### src/rtl/uart_tx_port_pkg.sv
// Shared definitions for the uart_tx_port slice: register map, STATUS bit layout
// and serializer state encodings. The PARITY state exists only with UART_TX_PARITY_EN.
package uart_tx_port_pkg;

    localparam logic [31:0] UART_BASE       = 32'h3000_0000;
    localparam logic [31:0] UART_DATA_OFF   = 32'h0000_0000;
    localparam logic [31:0] UART_STATUS_OFF = 32'h0000_0004;

    localparam int ST_FULL_BIT    = 0;
    localparam int ST_EMPTY_BIT   = 1;
    localparam int ST_BUSY_BIT    = 2;
    localparam int ST_OVERRUN_BIT = 3;
    localparam int ST_COUNT_LSB   = 8;

`ifdef UART_TX_PARITY_EN
    typedef enum logic [2:0] {
        ST_IDLE   = 3'd0,
        ST_START  = 3'd1,
        ST_DATA   = 3'd2,
        ST_PARITY = 3'd3,
        ST_STOP   = 3'd4
    } tx_state_e;
`else
    typedef enum logic [2:0] {
        ST_IDLE  = 3'd0,
        ST_START = 3'd1,
        ST_DATA  = 3'd2,
        ST_STOP  = 3'd4
    } tx_state_e;
`endif

endpackage

### src/rtl/uart_fifo.sv
// Synchronous byte FIFO with show-ahead read data. Pointers carry one extra wrap
// bit so full and empty are distinguishable without a separate counter.
module uart_fifo #(
    parameter int unsigned FIFO_DEPTH = 8
) (
    input  logic                          clk,
    input  logic                          rst,
    input  logic                          push,
    input  logic                          pop,
    input  logic [7:0]                    din,
    output logic [7:0]                    dout,
    output logic                          full,
    output logic                          empty,
    output logic [$clog2(FIFO_DEPTH):0]   count
);

    localparam int unsigned AW = $clog2(FIFO_DEPTH);
    localparam logic [AW:0] PTR_ONE = 1;

    logic [7:0]  mem [FIFO_DEPTH];
    logic [AW:0] wr_ptr;
    logic [AW:0] rd_ptr;
    logic        do_push;
    logic        do_pop;

    // A pop frees a slot in the same cycle, so a push to a full FIFO still lands.
    assign do_pop  = pop && !empty;
    assign do_push = push && (!full || do_pop);

    always_ff @(posedge clk) begin
        if (rst) begin
            wr_ptr <= '0;
            rd_ptr <= '0;
        end else begin
            if (do_push) wr_ptr <= wr_ptr + PTR_ONE;
            if (do_pop)  rd_ptr <= rd_ptr + PTR_ONE;
        end
    end

    always_ff @(posedge clk) begin
        if (do_push) mem[wr_ptr[AW-1:0]] <= din;
    end

    assign dout  = mem[rd_ptr[AW-1:0]];
    assign count = wr_ptr - rd_ptr;
    assign empty = (wr_ptr == rd_ptr);
    assign full  = (wr_ptr[AW] != rd_ptr[AW]) && (wr_ptr[AW-1:0] == rd_ptr[AW-1:0]);

endmodule

### src/rtl/uart_tx_port.sv
// Memory-mapped 8N1 UART transmitter: bus decode, STATUS/overrun, serializer FSM.
// Define UART_TX_PARITY_EN to insert an even-parity bit between data and stop.
module uart_tx_port
    import uart_tx_port_pkg::*;
#(
    parameter int unsigned CLK_DIV    = 104,
    parameter int unsigned FIFO_DEPTH = 8
) (
    input  logic        clk,
    input  logic        rst,
    input  logic        en,
    input  logic [2:0]  write_enable,
    input  logic [31:0] addr,
    input  logic [31:0] data_in,
    output logic [31:0] data_out,
    output logic        tx,
    output logic        busy,
    output tx_state_e   state_dbg
);

    localparam int unsigned BW = $clog2(CLK_DIV);
    localparam int unsigned AW = $clog2(FIFO_DEPTH);

    // Bus protocol: a cycle with en high is a transfer; any write_enable bit makes
    // it a store, otherwise a load whose data appears on data_out after the edge.
    // There is no stall, so every transfer completes in the cycle it is presented.
    logic        wr_req;
    logic        rd_req;
    logic        push_req;
    logic        status_rd;
    logic        push_drop;
    logic        overrun;
    logic [31:0] status_word;
    logic        unused_bits;

    logic        fifo_pop;
    logic [7:0]  fifo_dout;
    logic        fifo_full;
    logic        fifo_empty;
    logic [AW:0] fifo_count;

    tx_state_e   state;
    tx_state_e   state_next;
    logic [BW-1:0] baud_cnt;
    logic [2:0]  bit_cnt;
    logic [7:0]  shreg;
    logic        baud_last;
    logic        load;
    logic        shift;
`ifdef UART_TX_PARITY_EN
    logic        parity_bit;
`endif

    assign unused_bits = ^{addr[31:3], addr[1:0], data_in[31:8]};

    assign wr_req    = en && (write_enable != 3'b000);
    assign rd_req    = en && (write_enable == 3'b000);
    assign push_req  = wr_req && (addr[2] == UART_DATA_OFF[2]);
    assign status_rd = rd_req && (addr[2] == UART_STATUS_OFF[2]);
    assign push_drop = push_req && fifo_full && !fifo_pop;

    uart_fifo #(.FIFO_DEPTH(FIFO_DEPTH)) u_fifo (
        .clk   (clk),
        .rst   (rst),
        .push  (push_req),
        .pop   (fifo_pop),
        .din   (data_in[7:0]),
        .dout  (fifo_dout),
        .full  (fifo_full),
        .empty (fifo_empty),
        .count (fifo_count)
    );

    always_comb begin
        status_word = '0;
        status_word[ST_COUNT_LSB +: 8] = 8'(fifo_count);
        status_word[ST_OVERRUN_BIT]    = overrun;
        status_word[ST_BUSY_BIT]       = busy;
        status_word[ST_EMPTY_BIT]      = fifo_empty;
        status_word[ST_FULL_BIT]       = fifo_full;
    end

    // A drop in the same cycle as a STATUS read wins, so the new overrun is not lost.
    always_ff @(posedge clk) begin
        if (rst) begin
            overrun  <= 1'b0;
            data_out <= '0;
        end else begin
            if (push_drop)      overrun <= 1'b1;
            else if (status_rd) overrun <= 1'b0;
            if (rd_req) data_out <= status_rd ? status_word : 32'h0;
        end
    end

    assign baud_last = (baud_cnt == BW'(CLK_DIV - 1));

    always_comb begin
        state_next = state;
        fifo_pop   = 1'b0;
        load       = 1'b0;
        shift      = 1'b0;
        case (state)
            ST_IDLE: begin
                if (!fifo_empty) begin
                    fifo_pop   = 1'b1;
                    load       = 1'b1;
                    state_next = ST_START;
                end
            end
            ST_START: begin
                if (baud_last) state_next = ST_DATA;
            end
            ST_DATA: begin
                if (baud_last) begin
                    shift = 1'b1;
`ifdef UART_TX_PARITY_EN
                    if (bit_cnt == 3'd7) state_next = ST_PARITY;
`else
                    if (bit_cnt == 3'd7) state_next = ST_STOP;
`endif
                end
            end
`ifdef UART_TX_PARITY_EN
            ST_PARITY: begin
                if (baud_last) state_next = ST_STOP;
            end
`endif
            ST_STOP: begin
                // Chain straight into the next start bit when more data is queued.
                if (baud_last) begin
                    if (!fifo_empty) begin
                        fifo_pop   = 1'b1;
                        load       = 1'b1;
                        state_next = ST_START;
                    end else begin
                        state_next = ST_IDLE;
                    end
                end
            end
            default: state_next = ST_IDLE;
        endcase
    end

    always_ff @(posedge clk) begin
        if (rst) begin
            state    <= ST_IDLE;
            baud_cnt <= '0;
            bit_cnt  <= '0;
            shreg    <= '0;
        end else begin
            state <= state_next;
            if (state_next != state || baud_last || state == ST_IDLE) baud_cnt <= '0;
            else                                                     baud_cnt <= baud_cnt + BW'(1);
            if (load)       shreg <= fifo_dout;
            else if (shift) shreg <= {1'b0, shreg[7:1]};
            if (shift) bit_cnt <= bit_cnt + 3'd1;
        end
    end

`ifdef UART_TX_PARITY_EN
    always_ff @(posedge clk) begin
        if (rst)       parity_bit <= 1'b0;
        else if (load) parity_bit <= ^fifo_dout;
    end
`endif

    always_comb begin
        tx = 1'b1;
        case (state)
            ST_START:  tx = 1'b0;
            ST_DATA:   tx = shreg[0];
`ifdef UART_TX_PARITY_EN
            ST_PARITY: tx = parity_bit;
`endif
            default:   tx = 1'b1;
        endcase
    end

    assign busy      = (state != ST_IDLE) || !fifo_empty;
    assign state_dbg = state;

endmodule
### config.mk
export PLATFORM = sky130hd
export DESIGN_NAME = uart_tx_port
export DESIGN_NICKNAME = d
export VERILOG_FILES = /design/src/rtl/uart_tx_port_pkg.sv /design/src/rtl/uart_fifo.sv /design/src/rtl/uart_tx_port.sv
export SDC_FILE = /design/constraint.sdc
export NUM_CORES = 1
export LEC_CHECK = 0
export ABC_CLOCK_PERIOD_IN_PS = 2840
export CORE_AREA = 4 4 101 103
export DETAILED_ROUTE_END_ITERATION = 8
export DIE_AREA = 0 0 105 107
export PLACE_DENSITY_LB_ADDON = 0.12
export SYNTH_ARGS = -nofsm -noshare
export SYNTH_HDL_FRONTEND = slang
export SYNTH_SLANG_ARGS = --single-unit
### constraint.sdc
create_clock -name clk -period 2.84 [get_ports clk]
set_input_delay 0.568 -clock clk [delete_from_list [all_inputs] [get_ports clk]]
set_output_delay 0.568 -clock clk [all_outputs]
set_load 0.005 [all_outputs]
# After elaboration in Yosys (flattened, before gate mapping)
# Memories as Yosys holds them, arrays and structs flattened. A register that Yosys moved wholly into a read port is not among the register bits.
# Index checks and enable logic that the tools add are counted.
dict set report totals {
  reg_bits 62
  latch_bits 0
  mem_bits_rw 64
  rom_bits 0
  input_bits 70
  n_memories 1
}
dict set report classes {
  addsub 5
  mul 0
  n_div 0
  order_cmp 0
  n_eq_ne 9
  shifts 0
  mux 22
  bitwise 1
  reduce_logical 23
}
# name words width read_ports rd_ports_with_merged_regs wr line
set memory_table {}
lappend memory_table {u_fifo.mem 8 8 1 1 1 uart_fifo.sv:20} ;# logic [7:0] mem [FIFO_DEPTH];
# operator n
set op_table {}
lappend op_table {{$mux W3} 7}
lappend op_table {{$mux W8} 2}
lappend op_table {{$mux W12} 1}
lappend op_table {{$pmux W3 S4} 1}
lappend op_table {{$logic_and A1 B1 Y1} 9}
lappend op_table {{$mux W1} 9}
lappend op_table {{$add A4 B1 Y4 const B} 2}
lappend op_table {{$add A7 B1 Y7 const B} 1}
lappend op_table {{$eq A7 B7 Y1 const B} 1}
lappend op_table {{$eq A3 B3 Y1 const B} 2}
lappend op_table {{$logic_not A3 Y1} 2}
lappend op_table {{$reduce_bool A3 Y1} 2}
lappend op_table {{$eq A4 B4 Y1} 1}
lappend op_table {{$logic_or A1 B1 Y1} 4}
lappend op_table {{$pmux W1 S2} 2}
lappend op_table {{$reduce_bool A2 Y1} 2}
lappend op_table {{$sub A4 B4 Y4} 1}
lappend op_table {{$add A3 B1 Y3 const B} 1}
lappend op_table {{$eq A3 B1 Y1 const B} 1}
lappend op_table {{$eq A3 B2 Y1 const B} 1}
lappend op_table {{$eq A3 B3 Y1} 1}
lappend op_table {{$logic_not A1 Y1} 3}
lappend op_table {{$ne A3 B3 Y1} 1}
lappend op_table {{$reduce_or A2 Y1} 1}
lappend op_table {{other kinds (2)} 2}

# Logic depth before layout (Yosys ltp)
# Gate-level depths: netlist of run 1.
dict set report logic_depth {
  depth_word 9
  mapped_depth 7
  ltp_nobuf 7
}

# Modules after synthesis
# Synthesis of run 1 repeated with hierarchy kept, for this count alone.
dict set report unflattened {
  cells_unflattened 344
  hier_area_um2 4657.0
}
# mod n_inst cells_each area_each_um2 seq_area_each_um2
set by_module_without_submodules {}
lappend by_module_without_submodules {uart_fifo 1 164 3088.0 2142.1}
lappend by_module_without_submodules {uart_tx_port 1 180 1569.0 600.6}

# Worst setup path after synthesis of run 1
# Ideal clock, no wire load.
dict set report synth_path {
  path_kind {input -> register}
  start {input addr[2]}
  end {memory u_fifo.mem[0][0], enable pin}
  setup_ns 0.395
  arrival_time_ns 2.154
  required_ns 2.445
  slack_ns 0.291
  cell_stages 5
  n_path_buf 1
  path_cell_list {clkbuf_1 -> nand2b_1 -> nor2_1 -> o21ai_0 -> nor4_1}
}
dict set report synth_between {
  elab_chain_len 5
}
# element line
set synth_lines {}
lappend synth_lines {{start, declared} uart_tx_port.sv:13} ;# input logic [31:0] addr,
lappend synth_lines {{$not A1 Y1} uart_tx_port.sv:58} ;# assign push_req = wr_req && (addr[2] == UART_DATA_OFF[2]);
lappend synth_lines {{$logic_and A1 B1 Y1} uart_tx_port.sv:58}
lappend synth_lines {{$logic_and A1 B1 Y1} uart_fifo.sv:28} ;# assign do_push = push && (!full || do_pop);
lappend synth_lines {{$mux W1} uart_fifo.sv:41} ;# if (do_push) mem[wr_ptr[AW-1:0]] <= din;
lappend synth_lines {{$mux W1 (implied by the code)} uart_fifo.sv:41}
lappend synth_lines {{end, declared} uart_fifo.sv:20}
# No other way between the ends.

# Final worst setup path of run 1
dict set report layout_path {
  start {register u_fifo.rd_ptr[1]}
  end {memory u_fifo.mem[0][5], enable pin}
}
dict set report layout_between {
  elab_chain_len 9
  elab_cells_between_ends 13
  classes_between {eq/ne: 2; mux: 5; reduce/logical: 6}
}
# element line
set layout_lines {}
lappend layout_lines {{start, declared} uart_fifo.sv:22} ;# logic [AW:0] rd_ptr;
lappend layout_lines {{start signal, assigned} uart_fifo.sv:36} ;# if (do_pop) rd_ptr <= rd_ptr + PTR_ONE;
lappend layout_lines {{$eq A4 B4 Y1} uart_fifo.sv:46} ;# assign empty = (wr_ptr == rd_ptr);
lappend layout_lines {{$mux W1} {uart_tx_port.sv:104, uart_tx_port.sv:131}}
lappend layout_lines {{$mux W1} uart_tx_port.sv:130} ;# if (baud_last) begin
lappend layout_lines {{$pmux W1 S2} uart_tx_port.sv:102} ;# case (state)
lappend layout_lines {{$logic_and A1 B1 Y1} uart_fifo.sv:27} ;# assign do_pop = pop && !empty;
lappend layout_lines {{$logic_or A1 B1 Y1 (*)} uart_fifo.sv:28}
lappend layout_lines {{$logic_and A1 B1 Y1 (*)} uart_fifo.sv:28}
lappend layout_lines {{$mux W1 (*)} uart_fifo.sv:41}
lappend layout_lines {{$mux W1 (implied by the code) (*)} uart_fifo.sv:41}
# Every way passes the cells marked *; elsewhere a longest branch is shown, timed or not.

==> qor.txt, run 1 <==
status: finished clean
Worst path slowest cell: o21ai_0
drt initial violations: 98
area of the multi-input gates: 0.00168 mm^2
Post-Place Cells: 490
DP Area: 0.00506 mm^2
Final nets: 469
Wirelength per Cell: 16.6 um
final cell count without fillers: 506
Routed WL: 8.42 mm
H-tree depth: 3
largest area contributor in the netlist: edfxtp_1
Synth Flop Type: edfxtp_1
first-pass GRT wire length: 14.1 mm
most numerous cell in the Yosys netlist: edfxtp_1
Hold Path Cell Cnt: 2
Lkg Pwr: 1.81 nW
Hold EP: data_out[1]
Rows: 35
die width: 105 um
vias: 2759
DRC viols: 0
CP Class: flop to flop
share of cells above drive strength 1: 17.2%
Overall Global Routing Usage: 16.3%
Max Slew Vio Count: 0
buffers added on ports: 27
clk root buf: clkbuf_8
Post-Syn Area per Cell: 13.4 um^2
crit path max fanout: 8
Boundary Pins: 107
First-pass DRT Iterations: 4
GPL Wtd Cong: 0.809
reg2reg setup slack: 170 ps
worst hold path startpoint: data_out[1]
synth-to-layout area growth: 14.6%
Yosys cell types: 54
gr busiest metal: met2
hpwl dp: 5.92 mm
CP endpoint kind: flop
Warnings, synthesis: 0
ant diodes: 0
Tcrit/Tclk final: 94.2%
synthesized area: 0.00459 mm^2
Yosys top cell area share: 41.9%
vias per cell: 5.45
register area: 0.00274 mm^2
global route total overflow: 0
Hold Violations, Final: 0
CTS Buf Count: 9
fin util: 57.2%
die height: 107 um
f_max: 374 MHz
full die area: 0.0112 mm^2
R2R depth: 8
largest cells by area after synthesis: edfxtp_1, dfxtp_1, mux4_2, buf_4, mux2i_1
startpoint types: flop
CTS tree: done
antenna viol nets, final: 0
largest net degree at the start of global routing: 20
GRT met1 Usage: 22.7%
met2 track demand over resource: 25.2%
initial antenna violation count: 0
Core Region: 0.00920 mm^2
Clk pin slew, worst setup/hold paths: 100 ps
sequence of cells on the critical path: inv_1, ha_1, nand3_1, a311o_1, o21ai_0, buf_4, nor4_2, buf_4
worst rel slew slack: 40.2%
crit path DAT: 2810 ps
Fill cells: 764
Max clock buf depth: 2
worst reg2reg endpoint: u_fifo.mem[0][5]
Max Cap Viol: 0
Post-synth ARST share: 0%
Post-CTS Setup Inserts: 0
CTS sink count: 105
Post-synth EDFFs: 64
Crit path top cell by count: buf_4
Hold WC Path Type: flop to flop
Max VDD drop: 0.406 mV
critical path required time: 2970 ps
CP peak stage delay: 660 ps
reg2reg start: u_fifo.rd_ptr[1]
vias in the first global route: 2699
Clock Skew: 12.3 ps
Initial Util: 49.9%
shortest period the worst path allows: 2670 ps
final instance area: 0.00526 mm^2
Mapped Cells: 342
Slew @ Worst Pin: 895 ps
#FFs+latches synth: 105
Setup Viol. Count Final: 0
PwrDens: 660 mW/mm^2
hold slack: 459 ps
met3 usage: 3.91%
worst skew pair latency: 370 ps
Setup TNS Final: 0 ps
Synth top cells by count: edfxtp_1, dfxtp_1, buf_4
sequential area share after synthesis: 59.8%
where the power goes:
part / total (mW) / internal, mW / switching, mW
Sequential: 1.76 / 1.70 / 0.0634
Clock: 0.873 / 0.336 / 0.537
Combinational: 0.832 / 0.430 / 0.402
Total: 3.47 / 2.47 / 1.00
registers in the layout (all words and copies together), names as in the netlist, named ones only:
name,cells
bit_cnt,3
u_fifo.wr_ptr,4
u_fifo.rd_ptr,4
data_out,8
baud_cnt,7
u_fifo.mem,64
overrun,1
state_dbg,3
shreg,8
cell type report:
| type | count | area share [%] |
|---|---|---|
| inverter | 10 | 0.714 |
| clock buffer | 9 | 2.36 |
| clock inverter | 7 | 1.12 |
| timing repair buffer | 54 | 9.00 |
| tap | 111 | 2.64 |
| sequential | 105 | 52.2 |
| multi-input combinational | 210 | 32.0 |
through the flow:
step           total power [mW]  setup slack [ps]
2_1_floorplan              2.37               291
3_3_place_gp               2.62             -8.67
3_5_place_dp               2.64             -23.8
4_1_cts                    3.51               109
5_1_grt                    3.68             -14.0
6_report                   3.47               166
worst max path at each step:
stage | start | endpoint | cells past startpoint
final | u_fifo.rd_ptr[1] | u_fifo.mem[0][5] | 8
after CTS | u_fifo.wr_ptr[2] | u_fifo.mem[4][4] | 5
after detailed placement | addr[2] | u_fifo.mem[4][4] | 5
after floorplan | addr[2] | u_fifo.mem[0][0] | 5
after global routing | u_fifo.rd_ptr[2] | u_fifo.mem[0][5] | 8
after global placement | addr[2] | u_fifo.mem[4][5] | 5
cell families (layout without fill, tap and decap cells):
kind of cell	Yosys count	count (layout)	synth area share, %
AO/OA/AOI/OAI	47	47	6.96
XOR/XNOR	9	9	1.72
adder cells (fa/ha/maj)	9	9	2.62
buffers and inverters	50	80	6.33
flip-flops	105	105	59.8
multiplexers	35	35	12.1
other	1	24	0.0818
AND/OR/NAND/NOR	86	86	10.4
cell usage in the layout (no fill, tap or decap), types with 2 or more instances in the layout:
master	Yosys	layout
clkdlybuf4s50_1	0	27
and4_1	2	2
edfxtp_1	64	64
nand2_1	13	13
clkbuf_8	0	9
ha_1	8	8
and2_1	2	2
o21a_1	3	3
conb_1	1	24
dfxtp_1	41	41
o22ai_1	6	6
mux2_2	2	2
buf_4	24	27
nand4_1	2	2
or3_1	4	4
a21boi_1	3	3
mux4_2	16	16
nor3b_1	3	3
nor2b_1	4	4
inv_8	0	3
a21oi_1	15	15
xor2_1	5	5
or4_1	3	3
nor4_4	0	2
nand3_1	10	10
nor4_2	0	2
inv_1	10	10
nor2_1	19	19
mux2i_1	17	17
nor3_1	6	6
xnor2_1	4	4
o211ai_1	3	3
o31ai_1	2	2
o21ai_0	3	3
nand2b_1	6	6
o21bai_1	2	2
what timing repair did:
item,in CTS,in global routing
resized for setup,0,2
setup endpoints to repair,0,12
hold buffers,0,0
routing by layer:
metal	vias up	part of all wire (%)
li1	1334	-
met1	1356	48
met2	61	47
met3	8	4.6
met4	0	1.1
met5	-	0
worst max-delay path: cells and delay by family (launching register included):
family / cells / cell delay, ps
AO/OA/AOI/OAI: 2 / 1040
buffers and inverters: 3 / 530
flip-flops: 1 / 390
adder cells (fa/ha/maj): 1 / 320
AND/OR/NAND/NOR: 2 / 150
Power figures use the tool's default switching activity.
==> inputs of run 2 (changes only) <==
- CORE_AREA: 4 4 101 103 -> 4 4 102 104
- DIE_AREA: 0 0 105 107 -> 0 0 106 108
- GPL_TIMING_DRIVEN: not set -> 0
- SYNTH_HIERARCHICAL: not set -> 1
==> qor.txt, run 2 <==
worst rel slew slack: 40.3% (+0.075 points)
Yosys cell types: 48 (-11%)
Boundary Pins: 107 (unchanged)
CP peak stage delay: 520 ps (-140 ps)
worst setup margin: 111 ps (-55.3 ps)
CTS Buf Count: 9 (unchanged)
startpoint types: flop
R2R depth: 11 (+3)
Tcrit/Tclk final: 96.1% (+1.9 points)
delay-heaviest family, CP: simple AND/OR/NAND/NOR gates
CTS tree: done
full die area: 0.0114 mm^2 (+1.9%)
share of cells above drive strength 1: 25.4% (+8.2 points)
Fill cells: 776 (+1.6%)
Lkg Pwr: 2.05 nW (+13%)
Warnings, synthesis: 6 (+6)
largest family of logic cells by synthesized area: multiplexers
Slew @ Worst Pin: 894 ps (-1.15 ps)
Mapped Cells: 344 (+0.58%)
Hold Violations, Final: 0 (unchanged)
Overall Global Routing Usage: 16.5% (+0.27 points)
initial antenna violation count: 0 (unchanged)
max reg flops: 64 (unchanged)
Max clock buf depth: 2 (unchanged)
Place WS: -520 ps (-496 ps)
buffers added on ports: 26 (-3.7%)
Max Slew Vio Count: 0 (unchanged)
Rows: 36 (+2.9%)
Post-synth ARST share: 0% (unchanged)
status: finished clean
f_max: 366 MHz (-2.0%)
Synth top cells by count: edfxtp_1, dfxtp_1, buf_4
sequential area share after synthesis: 58.9% (-0.90 points)
worst skew pair latency: 360 ps (about the same)
RSZ-0062 raised after global routing: no
Synth Area in Compound Gates: 7.17% (+0.22 points)
Post-Syn Area per Cell: 13.5 um^2 (+0.94%)
vias in the first global route: 2832 (+4.9%)
Core Region: 0.00955 mm^2 (+3.8%)
simple-gate area share of the yosys netlist: 9.70% (-0.75 points)
#FFs+latches synth: 105 (unchanged)
Final nets: 499 (+6.4%)
adder-cell share of the synthesized area: 2.58% (-0.039 points)
antenna viol nets, final: 0 (unchanged)
drt initial violations: 136 (+39%)
commonest non-fill, non-tap cell in the layout: edfxtp_1
Wirelength per Cell: 16.2 um (-2.7%)
largest net degree at the start of global routing: 19 (-5.0%)
CP endpoint kind: flop
Yosys top cell area share: 41.3% (-0.63 points)
most numerous cell in the Yosys netlist: edfxtp_1
GPL Wtd Cong: 0.759 (-6.2%)
synthesized area: 0.00466 mm^2 (+1.5%)
Synth Area in XOR/XNOR: 3.20% (+1.5 points)
largest cells by area after synthesis: edfxtp_1, dfxtp_1, mux4_1, buf_4, a21oi_1
largest area contributor in the netlist: edfxtp_1
DP Area: 0.00527 mm^2 (+4.2%)
Final Power: 2.96 mW (-15%)
die width: 106 um (+0.95%)
WP depth: 11 (+3)
vias per cell: 5.18 (-5.0%)
Post-synth EDFFs: 64 (unchanged)
DRC viols: 0 (unchanged)
Clock Skew: 10.6 ps (-1.68 ps)
crit path DAT: 2810 ps (about the same)
first-pass GRT wire length: 14.4 mm (+2.6%)
clk root buf: clkbuf_8
count of buffer and inverter cells on the critical path: 3 (unchanged)
reg2reg setup slack: 110 ps (-60 ps)
sequence of cells on the critical path: ha_4, nand3_4, nor2_4, or3_1, clkbuf_8, nor2_4, or3_4, nand3b_1, buf_6, nor3_4, buf_4
crit path max fanout: 10 (+2)
Routed WL: 9.04 mm (+7.3%)
Initial Util: 48.8% (-1.1 points)
global route total overflow: 0 (unchanged)
vias: 2889 (+4.7%)
PwrDens: 516 mW/mm^2 (-22%)
hpwl dp: 5.85 mm (-1.3%)
CP Class: flop to flop
H-tree depth: 3 (unchanged)
Hold Path Cell Cnt: 2 (unchanged)
critical path required time: 2920 ps (-50 ps)
Clk pin slew, worst setup/hold paths: 100 ps (about the same)
Worst path slowest cell: dfxtp_1
Hold WC Path Type: flop to flop
First-pass DRT Iterations: 4 (unchanged)
commonest cells after routing, fill and taps aside: edfxtp_1, dfxtp_1, buf_4, clkdlybuf4s50_1, conb_1
mux share of post-synthesis cell area: 11.3% (-0.72 points)
Crit path top cell by count: nor2_4
Max Cap Viol: 0 (unchanged)
synth-to-layout area growth: 23.2%
Max VDD drop: 0.421 mV (+3.7%)
final instance area: 0.00574 mm^2 (+9.1%)
Synth Flop Type: edfxtp_1
die height: 108 um (+0.93%)
Setup Viol. Count Final: 0 (unchanged)
ant diodes: 0 (unchanged)
CTS sink count: 105 (unchanged)
shortest period the worst path allows: 2730 ps (+55.3 ps)
-- run 2: changes by cell type in the layout (fill, tap and decap cells not counted), sizes merged, moves of 4 or more --
cell,change
a21oi,+6
a32oi,+6
mux2i,-16
nor4,-4
nor3,+7
mux2,+7
nand2b,-6
xnor2,+5
nand3,+5
clkbuf,+5
buf,+25
nand2,+5
o211ai,+6
o22ai,-6
-- run 2: layout make-up --
class | count | area, um^2 | area share, %
multi-input combinational | 211 | 1830 | 31.9
sequential | 105 | 2750 | 48.0
tap | 133 | 166 | 2.90
clock inverter | 7 | 77.6 | 1.35
inverter | 10 | 40.0 | 0.698
buffer | 41 | 300 | 5.23
timing repair buffer | 42 | 445 | 7.76
clock buffer | 9 | 124 | 2.16
-- run 2: report_power, final --
group | total [mW] | internal, mW | switching, mW
logic | 0.367 | 0.190 | 0.177
clock network | 0.929 | 0.418 | 0.511
registers | 1.67 | 1.65 | 0.0202
-- run 2: path summary, 6_finish.rpt --
check,from,to
max,u_fifo/wr_ptr[2],u_fifo/mem[2][1]
min,data_out[1],data_out[1]
max reg2reg,u_fifo/wr_ptr[2],u_fifo/mem[2][1]
min reg2reg,data_out[1],data_out[1]
-- run 2: metal layers --
layer  wire [um]  up-vias  track usage [%]
li1            -     1406                -
met1        4160     1411             21.5
met2        4370       61             27.6
met3         338       11             3.40
met4         172        0             6.29
met5           0        -                0
-- run 2: logic make-up after synthesis --
family / Yosys count
other: 1
adders and majority gates: 9
buffers and inverters: 51
xor gates and xnor gates: 17
DFF: 105
muxes: 26
AOI/OAI and AO/OA: 51
and+or+nand+nor: 84
-- run 2: worst min-delay path, delay by kind of cell (launching register included) --
family / cells / cell delay, ps
and+or+nand+nor: 1 / 50
AOI/OAI and AO/OA: 1 / 50
DFF: 1 / 320
-- run 2: timing repair --
action / 4_1_cts / 5_1_grt
hold buffers: 0 / 0
endpoints found under the setup margin: 57 / 57
pin swaps: 9 / 4
gates resized for setup: 13 / 3
setup buffers: 13 / 3
-- run 2: stage by stage --
| step | utilization [%] | std cells | hold WS, ps | TNS, ps |
|---|---|---|---|---|
| floorplan | - | 367 | 428 | 0 |
| global placement | 55.2 | 526 | 438 | -25530 |
| detailed placement | 55.2 | 526 | 443 | -26770 |
| CTS | 59.7 | 555 | 458 | 0 |
| global route | 60.1 | 558 | 474 | 0 |
| finish | 60.1 | 558 | 454 | 0 |
==> inputs of run 3 (changes only) <==
- GPL_TIMING_DRIVEN: 0 -> not set
==> qor.txt, run 3 (same netlist as run 2, synthesis figures left out) <==
final cell count without fillers: 523 (-6.3%)
die width: 106 um (unchanged)
status: finished clean
first-pass GRT wire length: 14.1 mm (-2.5%)
Tcrit/Tclk final: 94.9% (-1.2 points)
Seq pwr share: 58.1% (+1.9 points)
f_max: 371 MHz (+1.2%)
CTS sink count: 105 (unchanged)
Final nets: 464 (-7.0%)
First-pass DRT Iterations: 4 (unchanged)
full die area: 0.0114 mm^2 (unchanged)
Max Slew Vio Count: 0 (unchanged)
GPL Wtd Cong: 0.782 (+3.1%)
net switching power: 670 uW (-5.4%)
vias per cell: 5.18 (about the same)
global route total overflow: 0 (unchanged)
synth-to-layout area growth: 15.1%
Initial Util: 48.8% (unchanged)
H-tree depth: 3 (unchanged)
CP endpoint kind: flop
clk root buf: clkbuf_8
vias: 2708 (-6.3%)
Max Cap Viol: 0 (unchanged)
Setup TNS Final: 0 ps (unchanged)
met3 usage: 3.76% (+0.36 points)
buffers added on ports: 27 (+3.8%)
GRT met1 Usage: 20.8% (-0.70 points)
Routed WL: 8.51 mm (-5.9%)
Crit path top cell by count: nor2_4
Slew @ Worst Pin: 736 ps (-158 ps)
DRC viols: 0 (unchanged)
Core Region: 0.00955 mm^2 (unchanged)
Post-Place Cells: 507 (-3.6%)
critical path required time: 2910 ps (about the same)
CP Class: flop to flop
worst skew pair latency: 360 ps (about the same)
switching power share of the total: 23.3% (-0.61 points)
Max VDD drop: 0.330 mV (-22%)
Wirelength per Cell: 16.3 um (+0.43%)
Combinational Power Share: 10.5% (-1.9 points)
clock network fraction of total power: 31.4% (about the same)
drt initial violations: 98 (-28%)
Boundary Pins: 107 (unchanged)
gr busiest metal: met2
CP peak stage delay: 490 ps (-30 ps)
Hold WC Path Type: flop to flop
fin util: 56.1% (-4.0 points)
CTS tree: done
Worst path slowest cell: dfxtp_1
die height: 108 um (unchanged)
Hold Violations, Final: 0 (unchanged)
Clock Skew: 13.7 ps (+3.03 ps)
met2 track demand over resource: 27.2% (-0.32 points)
Overall Global Routing Usage: 16.0% (-0.58 points)
hpwl dp: 5.51 mm (-5.9%)
Clk pin slew, worst setup/hold paths: 100 ps (about the same)
max reg flops: 64 (unchanged)
sequence of cells on the critical path: ha_4, nand3_2, nor2_4, or3_1, nor2_4, or3_4, nand3b_1, nor3_4, buf_12
RSZ-0062 raised after global routing: no
CTS Buf Count: 9 (unchanged)
Post-CTS Setup Inserts: 0 (-13)
commonest cells after routing, fill and taps aside: edfxtp_1, dfxtp_1, clkdlybuf4s50_1, conb_1, a21oi_1
largest net degree at the start of global routing: 33 (+14)
vias in the first global route: 2640 (-6.8%)
share of cells above drive strength 1: 18.7% (-6.7 points)
commonest non-fill, non-tap cell in the layout: edfxtp_1
initial antenna violation count: 0 (unchanged)
PwrDens: 537 mW/mm^2 (+4.0%)
Pint: 2.21 mW (-2.1%)
Rows: 36 (unchanged)
worst rel slew slack: 50.9% (+11 points)
ant diodes: 0 (unchanged)
crit path max fanout: 8 (-2)
Lkg Pwr: 1.85 nW (-9.7%)
Setup Viol. Count Final: 0 (unchanged)
antenna viol nets, final: 0 (unchanged)
startpoint types: flop
Post-CTS Hold Fix Bufs: 0 (unchanged)
Max clock buf depth: 2 (unchanged)
crit path DAT: 2770 ps (-40 ps)
shortest period the worst path allows: 2700 ps (-33.1 ps)
-- run 3: worst paths after layout --
path	to	from	slack, ps	cells past startpoint
max	u_fifo/mem[0][7]	u_fifo/wr_ptr[2]	140	9
min	data_out[3]	data_out[3]	460	2
max reg2reg	u_fifo/mem[0][7]	u_fifo/wr_ptr[2]	140	9
min reg2reg	data_out[3]	data_out[3]	460	2
-- run 3: final cells by class --
class	count	area, um^2
flip-flops and latches	105	2750
inverters	10	40.0
multi-input cells	211	1770
repair buffers	48	439
fillers	829	4190
clock inverters	6	65.1
clock buffers	10	128
well taps	133	166
-- run 3: power groups by stage --
stage	Clock, mW	Combinational (mW)	Sequential, mW
after floorplan	0	0.222	1.70
after global placement	0	0.295	1.70
after detailed placement	0	0.299	1.71
after CTS	0.933	0.300	1.67
after global routing	1.00	0.333	1.68
final	0.904	0.301	1.67
-- run 3: worst max-delay path: cells and delay by family, from the launching register on --
family / cells / cell delay [ps]
buffers and inverters: 1 / 170
DFF: 1 / 490
and+or+nand+nor: 7 / 1470
adders and majority gates: 1 / 270
-- run 3: per-layer routing --
metal / routed length, um / share of wire (%)
met1: 3850 / 45
met2: 4240 / 50
met3: 364 / 4.3
met4: 57 / 0.67
met5: 0 / 0
-- run 3: what timing repair did --
| action | CTS | global route |
|---|---|---|
| resized for setup | 3 | 1 |
| endpoints found under the setup margin | 1 | 1 |
| pin swaps | 0 | 1 |
-- run 3: stage by stage --
step | power, mW | hold slack, ps | area (um^2) | worst slack (ps)
final | 2.88 | 455 | 5360 | 144
after detailed placement | 2.00 | 442 | 5150 | 163
after global routing | 3.01 | 482 | 5360 | 17.2
after CTS | 2.90 | 458 | 5360 | 8.82
after global placement | 2.00 | 438 | 5150 | 169
after floorplan | 1.92 | 428 | 4840 | 3.14
